[src/rtl/uart_tx_fifo.sv]
// Buffered 8N1 UART transmitter: a circular byte FIFO feeding a serializer that sends frames back-to-back.
// Define UART_TX_PARITY_EN to insert an even-parity bit between the data bits and the stop bit.
module uart_tx_fifo #(
  parameter int CLKS_PER_BIT = 1155,
  parameter int FIFO_AW      = 4
) (
  input  logic               osc_clk,
  input  logic               Reset,
  input  logic               i_Wr_DV,
  input  logic [7:0]         i_Wr_Byte,
  output logic               o_Full,
  output logic               o_Empty,
  output logic [FIFO_AW:0]   o_Level,
  output logic               o_Overflow,
  output logic               o_Tx_Serial,
  output logic               o_Tx_Active,
  output logic               o_Tx_Done
);
  localparam int               DEPTH    = 1 << FIFO_AW;
  localparam logic [FIFO_AW:0] LVL_FULL = (FIFO_AW + 1)'(DEPTH);
  localparam logic [15:0]      CLK_LAST = 16'(CLKS_PER_BIT - 1);

  localparam logic [2:0] IDLE   = 3'd0;
  localparam logic [2:0] START  = 3'd1;
  localparam logic [2:0] DATA   = 3'd2;
  localparam logic [2:0] STOP   = 3'd3;
`ifdef UART_TX_PARITY_EN
  localparam logic [2:0] PARITY = 3'd4;
`endif

  logic [7:0]         mem [DEPTH];
  logic [FIFO_AW-1:0] wr_ptr;
  logic [FIFO_AW-1:0] rd_ptr;
  logic [FIFO_AW:0]   level;
  logic               ovf_pend;
  logic [2:0]         state;
  logic [15:0]        clk_cnt;
  logic [2:0]         bit_idx;
  logic [7:0]         shift;
  logic               full;
  logic               empty;
  logic               wr_en;
  logic               drop;
  logic               bit_end;
  logic               pop;
  logic               tx_next;

  // Full/empty decisions use the pre-edge level, so a write while full is dropped even alongside a pop.
  assign full    = (level == LVL_FULL);
  assign empty   = (level == '0);
  assign wr_en   = i_Wr_DV && !full;
  assign drop    = i_Wr_DV && full;
  assign bit_end = (clk_cnt == CLK_LAST);
  assign pop     = !empty && ((state == IDLE) || ((state == STOP) && bit_end));

  always_ff @(posedge osc_clk) begin
    if (wr_en) mem[wr_ptr] <= i_Wr_Byte;
  end

  always_ff @(posedge osc_clk or posedge Reset) begin
    if (Reset) begin
      wr_ptr <= '0;
      rd_ptr <= '0;
      level  <= '0;
    end else begin
      if (wr_en) wr_ptr <= wr_ptr + 1'b1;
      if (pop)   rd_ptr <= rd_ptr + 1'b1;
      case ({wr_en, pop})
        2'b10:   level <= level + 1'b1;
        2'b01:   level <= level - 1'b1;
        default: level <= level;
      endcase
    end
  end

  // Status flags trail the internal FIFO state by one cycle.
  always_ff @(posedge osc_clk or posedge Reset) begin
    if (Reset) begin
      o_Level    <= '0;
      o_Full     <= 1'b0;
      o_Empty    <= 1'b1;
      ovf_pend   <= 1'b0;
      o_Overflow <= 1'b0;
    end else begin
      o_Level    <= level;
      o_Full     <= full;
      o_Empty    <= empty;
      ovf_pend   <= drop;
      o_Overflow <= ovf_pend;
    end
  end

  always_ff @(posedge osc_clk or posedge Reset) begin
    if (Reset) begin
      state   <= IDLE;
      clk_cnt <= '0;
      bit_idx <= '0;
      shift   <= '0;
    end else begin
      if (pop) shift <= mem[rd_ptr];
      case (state)
        IDLE: begin
          clk_cnt <= '0;
          bit_idx <= '0;
          if (pop) state <= START;
        end
        START: begin
          if (bit_end) begin
            clk_cnt <= '0;
            state   <= DATA;
          end else begin
            clk_cnt <= clk_cnt + 1'b1;
          end
        end
        DATA: begin
          if (bit_end) begin
            clk_cnt <= '0;
            bit_idx <= bit_idx + 1'b1;
`ifdef UART_TX_PARITY_EN
            if (bit_idx == 3'd7) state <= PARITY;
`else
            if (bit_idx == 3'd7) state <= STOP;
`endif
          end else begin
            clk_cnt <= clk_cnt + 1'b1;
          end
        end
`ifdef UART_TX_PARITY_EN
        PARITY: begin
          if (bit_end) begin
            clk_cnt <= '0;
            state   <= STOP;
          end else begin
            clk_cnt <= clk_cnt + 1'b1;
          end
        end
`endif
        STOP: begin
          if (bit_end) begin
            clk_cnt <= '0;
            state   <= pop ? START : IDLE;
          end else begin
            clk_cnt <= clk_cnt + 1'b1;
          end
        end
        default: state <= IDLE;
      endcase
    end
  end

  always_comb begin
    tx_next = 1'b1;
    case (state)
      START:   tx_next = 1'b0;
      DATA:    tx_next = shift[bit_idx];
`ifdef UART_TX_PARITY_EN
      PARITY:  tx_next = ^shift;
`endif
      default: tx_next = 1'b1;
    endcase
  end

  // Line outputs are registered one cycle behind the state, keeping Done aligned with the last stop cycle.
  always_ff @(posedge osc_clk or posedge Reset) begin
    if (Reset) begin
      o_Tx_Serial <= 1'b1;
      o_Tx_Active <= 1'b0;
      o_Tx_Done   <= 1'b0;
    end else begin
      o_Tx_Serial <= tx_next;
      o_Tx_Active <= (state != IDLE);
      o_Tx_Done   <= (state == STOP) && bit_end;
    end
  end
endmodule

[config.mk]
export PLATFORM = sky130hd
export DESIGN_NAME = uart_tx_fifo
export DESIGN_NICKNAME = d
export VERILOG_FILES = /design/src/rtl/uart_tx_fifo.sv
export SDC_FILE = /design/constraint.sdc
export NUM_CORES = 1
export LEC_CHECK = 0
export ABC_AREA = 1
export CORE_MARGIN = 8
export CORE_UTILIZATION = 60
export CTS_CLUSTER_DIAMETER = 40
export DETAILED_ROUTE_END_ITERATION = 6
export DONT_BUFFER_PORTS = 1
export PLACE_DENSITY = 0.82
export RECOVER_POWER = 25
export SETUP_SLACK_MARGIN = 0.4
export SLEW_MARGIN = 10
export SYNTH_ARGS = -nofsm -noshare
export SYNTH_HDL_FRONTEND = slang
export SYNTH_SLANG_ARGS = --single-unit
export TNS_END_PERCENT = 50
[constraint.sdc]
create_clock -name osc_clk -period 3 [get_ports osc_clk]
set_input_delay 0 -clock osc_clk [delete_from_list [all_inputs] [get_ports osc_clk]]
set_output_delay 0 -clock osc_clk [all_outputs]
set_load 0.03 [all_outputs]
======== Word-level counts from Yosys, hierarchy flattened ========
Memory sizes are Yosys's and may differ from the RTL's. A register that Yosys moved wholly into a read port is not among the register bits.
Index checks and enable logic that the tools add are counted.
storage, ports and cells
  memories kept ........................... 1
  input port bits ......................... 11
  memory bits (writable) .................. 128
  logic and storage cells ................. 68
  output and inout port bits .............. 11
  bits in registers ....................... 47
cells by class
  multiplexer cells ....................... 17
  magnitude comparators ................... 1
  reduce and logical (&&, ||, !) cells .... 16
  eq/ne operators ......................... 13
  $add $sub $neg .......................... 6
memory list
  memory  words  width  rd ports  clocked after Yosys merged registers in  write ports  line  RTL
  mem     16     8      1         1                                        1            31    logic [7:0] mem [DEPTH];
operator list
  cell                   number
  $pmux 16 s2            1
  $mux 3                 6
  $add 16x1->16 const B  1
  $eq 16x11->1 const B   1
  $mux 16                1
  $pmux 3 s4             1
  $ne 2x2->1 const B     5
  $pmux 5 s2             1
  $add 4x1->4 const B    2
  $eq 3x2->1 const B     2
  $pmux 3 s2             1
  $reduce_bool 2->1      3
  $add 5x1->5 const B    1
  $eq 5x5->1 const B     1
  $logic_not 5->1        1
  $reduce_and 5->1       1
  $sub 5x1->5 const B    1
  $logic_and 1x1->1      4
  $lt 3x4->1 const B     1
  $mux 1                 4
  $add 3x1->3 const B    1
  $bmux 1 s3             1
  $eq 3x1->1 const B     1
  $eq 3x3->1 const B     1
  other kinds (9)        10

======== Logic depth before layout (Yosys ltp) ========
  depth after elaboration ................. 7
  depth in mapped cells ................... 18
  mapped depth without buffers ............ 17

======== Least setup slack after synthesis ========
Ideal clock, no wire load.
  path type ............................... reg2reg
  from .................................... register clk_cnt[0]
  to ...................................... register level[4]
  data arrival time ....................... 2346 ps
  cell stages (with the launch flop) ...... 19
  setup slack ............................. 574 ps
  library setup time ...................... 79 ps
  period minus slack after synthesis ...... 2426 ps
  cell sequence ........................... dfrtp_1 inv_1 ha_1 nand2_1 clkinv_1 nand2_2 nor2_2 nand3_2 a21oi_4 buf_6 ha_1 inv_1 fa_1 inv_1 nand3_1 nand2_1 a21oi_1 o21ai_0 xor2_1
between the ends
  longest elaborated chain between the ends .. 6
  elaborated cells on any way between the ends .. 8
  those cells by class .................... eq/ne (3); mux (1); reduce/logical (4)
ends and longest elaborated chain
  what                                             line  RTL
  start, declared                                  37    logic [15:0] clk_cnt;
  start signal, assigned                           112   clk_cnt <= clk_cnt + 1'b1;
  start signal, assigned                           125   clk_cnt <= clk_cnt + 1'b1;
  start signal, assigned                           143   clk_cnt <= clk_cnt + 1'b1;
  $eq 16x11->1 (*)                                 53    assign bit_end = (clk_cnt == CLK_LAST);
  $logic_and 1x1->1 (*)                            54    assign pop = !empty && ((state == IDLE) || ((state == STOP) && bit_end));
  $logic_or 1x1->1 (*)                             54
  $logic_and 1x1->1 (*)                            54
  via pop                                          45    logic pop;
  $eq 2x1->1 or $eq 2x2->1 (tied branches)         68    case ({wr_en, pop})
  $pmux 5 s2 or $reduce_bool 2->1 (tied branches)  -
  end signal, assigned                             69    2'b10: level <= level + 1'b1;
  end signal, assigned                             70    2'b01: level <= level - 1'b1;
  end signal, assigned                             71    default: level <= level;
  end, declared                                    34    logic [FIFO_AW:0] level;
The timed path passes the listed nets; every way through them passes the cells marked *.
A chain may end at the register's enable or synchronous reset.

======== Worst setup path after layout ========
  from .................................... register clk_cnt[0]
  to ...................................... register level[4]
between the ends
  longest elaborated chain between the ends .. 6
  elaborated cells on any way between the ends .. 8
  those cells by class .................... eq/ne (3); mux (1); reduce/logical (4)
ends and longest elaborated chain
  what                                             line
  $eq 16x11->1 (*)                                 53
  $logic_and 1x1->1 (*)                            54
  $logic_or 1x1->1 (*)                             54
  $logic_and 1x1->1 (*)                            54
  $eq 2x1->1 or $eq 2x2->1 (tied branches)         68
  $pmux 5 s2 or $reduce_bool 2->1 (tied branches)  -
Every way passes the cells marked *; elsewhere a longest branch is shown, timed or not.

==> out/results.ini <==
[finish]
drive_above_1_share = 0.0719
syn2layout_area_growth_pct = 9.75
antenna_cells = 0
fin_cells = 969
fillers = 915
nets = 809

[clock_network]
clock-sinks = 182
insertion_delay_ns = 0.43
cts_tree = done
cts_max_path_buffers = 2
cts_buffers = 17
cts-root-buf = clkbuf_16
cts.reportedPaths.clkPinSlew_ns = 0.07
h-tree-depth = 4

[synthesis]
yosysMostFrequentCell = nand2_1
synthFlopType = edfxtp_1
yosys.area.top_type_share = 0.482
synth_top_area_cell = edfxtp_1
ys_warn_count = 0
synth_top_cells_by_count = 208 x nand2_1, 128 x edfxtp_1, 121 x nor2_1
synth_cell_type_count = 32
synthTopCellsByArea = edfxtp_1 48%, dfrtp_1 16%, nand2_1 9.8%, nor2_1 5.7%, nand3_1 4.1%
syn_area_um2 = 7970
ys_ff_latch = 182
ys_async_sr_fraction = 0.297
synth_fp_nets = 801
syn_avg_cell_area_um2 = 10.3
yosysSeqAreaShare = 0.652
synth_enable_flop_cells = 128
syn_inst = 772

[timing]
maxSlewHeadroom = 0.255
fin_crit_ns = 2.44
drv_slew = 0
worst_pin_slew_ns = 1.12
rsz0062_at_grt = no
setup_viol = 0
clock_skew_ns = 0.00690
hold_viol = 0
fin_tns_setup_ns = 0
fmax_mhz = 410
fin_crit_sh = 0.814

[route]
drtIter0Drc = 571
routed_via_density = 5.69
drt_pass1_iterations = 6
vias = 5510
wl_um = 17100
detail-route-antenna-nets = 0
route.detailed.drc = 0
wl_per_cell_um = 17.7

[run_status]
status = completed

[global_route]
grt_max_degree = 67
busiest_layer = met2
antenna_found_initial = 0
grtUsageTotal = 0.202
grt_first_pass_wirelength_um = 27700
grt_pass1_vias = 5505
grt.overflow.total = 0
grt_use_met1 = 0.244
use_met2 = 0.328
met3_usage = 0.0495

[critical_path]
timing.rr.start = clk_cnt[0]
r2r-end = level[4]
cp.required_ns = 3.36
cp_max_fo = 6
endpoint_kind = register
startpoint = clk_cnt[0]
cp.arrival_ns = 2.80
r2r_cells = 17
path_class = register to register
setup.worst_path.start_class = register
r2r_slack_ns = 0.56
crit_end = level[4]

[die]
io_pins = 22
start_util = 0.609
die_h_um = 131
rows = 42
core_area_um2 = 13100
die_w_um = 131
die_area_um2 = 17200

[place]
place_inst = 926
finalWeightedCongestion = 0.938
numPortBuffers = 0
hpwlAfterDp_um = 10700

[power]
power_leakage_uw = 0.00347
ir_worst_vdd_mv = 0.598
power_density_nw_per_um2 = 666

[flow_run]
max_cap_viol_count = 0

[hold_path]
min_path_type = input port to async pin

==> report_power, final <==
part           internal (uW)  switching [uW]
Sequential              2980             213
Clock                   1150             937
Combinational            144             403
==> kinds of logic after synthesis <==
family | after synthesis | synth area share
simple gates | 416 | 0.214
flops | 182 | 0.652
buf+inv | 74 | 0.0444
compound gates | 68 | 0.0451
fa+ha+maj | 18 | 0.0292
xor+xnor | 14 | 0.0154
==> state kept, by name, summed over array words and instances (netlist names) <==
name / count
level: 5
state: 2
ovf_pend: 1
shift: 8
mem: 128
o_Tx_Active: 1
o_Level: 5
o_Tx_Done: 1
clk_cnt: 16
o_Full: 1
o_Overflow: 1
bit_idx: 3
rd_ptr: 4
o_Empty: 1
o_Tx_Serial: 1
wr_ptr: 4
==> critical path, stage by stage, from the launching register on <==
cell and delay [ns]:
dfrtp_1 0.40, inv_1 0.06, ha_1 0.14, nand2_1 0.05
clkinv_1 0.05, nand2_2 0.05, nor2_2 0.11, nand3_2 0.10
a21oi_4 0.19, ha_4 0.19, inv_1 0.05, fa_1 0.37
inv_1 0.11, nand3_1 0.08, nand2_1 0.09, a21oi_1 0.06
o21ai_0 0.10, xor2_1 0.17
==> cells in the final DEF, fill, tap and decap left out, types with 3 or more instances in the layout <==
master,count
inv_1,40
inv_2,3
nor2_1,121
o21ai_0,38
dfrtp_1,51
clkbuf_16,17
edfxtp_1,128
nand2_1,208
o21ai_1,12
clkinv_1,4
dlygate4sd3_1,10
nand2_2,5
clkinvlp_4,3
xor2_1,12
ha_1,15
nor3_1,5
buf_4,8
nand4_1,6
nand3_1,65
clkinv_4,3
inv_6,4
a21oi_1,14
==> per-stage QoR <==
step / total power, uW / hold slack [ns] / util / setup WS (ns) / instance area, um2
2_1_floorplan: 3560 / 0.0989 / - / 0.574 / 7970
3_3_place_gp: 3690 / -0.0154 / 0.616 / 0.593 / 8060
3_5_place_dp: 3740 / -0.00900 / 0.616 / 0.423 / 8060
4_1_cts: 5850 / 0.110 / 0.666 / 0.460 / 8720
5_1_grt: 6030 / 0.345 / 0.668 / 0.396 / 8750
6_report: 5830 / 0.308 / 0.668 / 0.558 / 8750
==> cell type report <==
cell class | count | area, um2 | area share
clock buffers | 18 | 429 | 0.0491
clock inverters | 14 | 126 | 0.0144
inverters | 45 | 169 | 0.0193
multi-input cells | 516 | 2440 | 0.279
flip-flops and latches | 182 | 5200 | 0.594
well taps | 176 | 220 | 0.0252
repair buffers | 18 | 160 | 0.0183
==> worst min path at each step <==
| stage | endpoint | slack, ns |
|---|---|---|
| CTS | o_Full | 0.11 |
| detailed placement | o_Overflow | -0.009 |
| floorplan | mem[0][0] | 0.1 |
| global route | ovf_pend | 0.34 |
| finish | o_Full | 0.31 |
| global placement | o_Overflow | -0.02 |
==> routing by layer <==
metal / share of wire / wire, um / vias to the layer above
met5: 0 / 0 / -
met4: 0.035 / 603 / 0
met3: 0.072 / 1230 / 53
met2: 0.50 / 8620 / 232
met1: 0.39 / 6660 / 2639
li1: - / - / 2586
==> repair_timing <==
item	in CTS	in global routing
buffers inserted	0	1
gates resized for setup	1	3
endpoints found under the hold margin	160	0
endpoints found under the setup margin	1	3
hold buffers	10	0
Power figures use the tool's default switching activity.
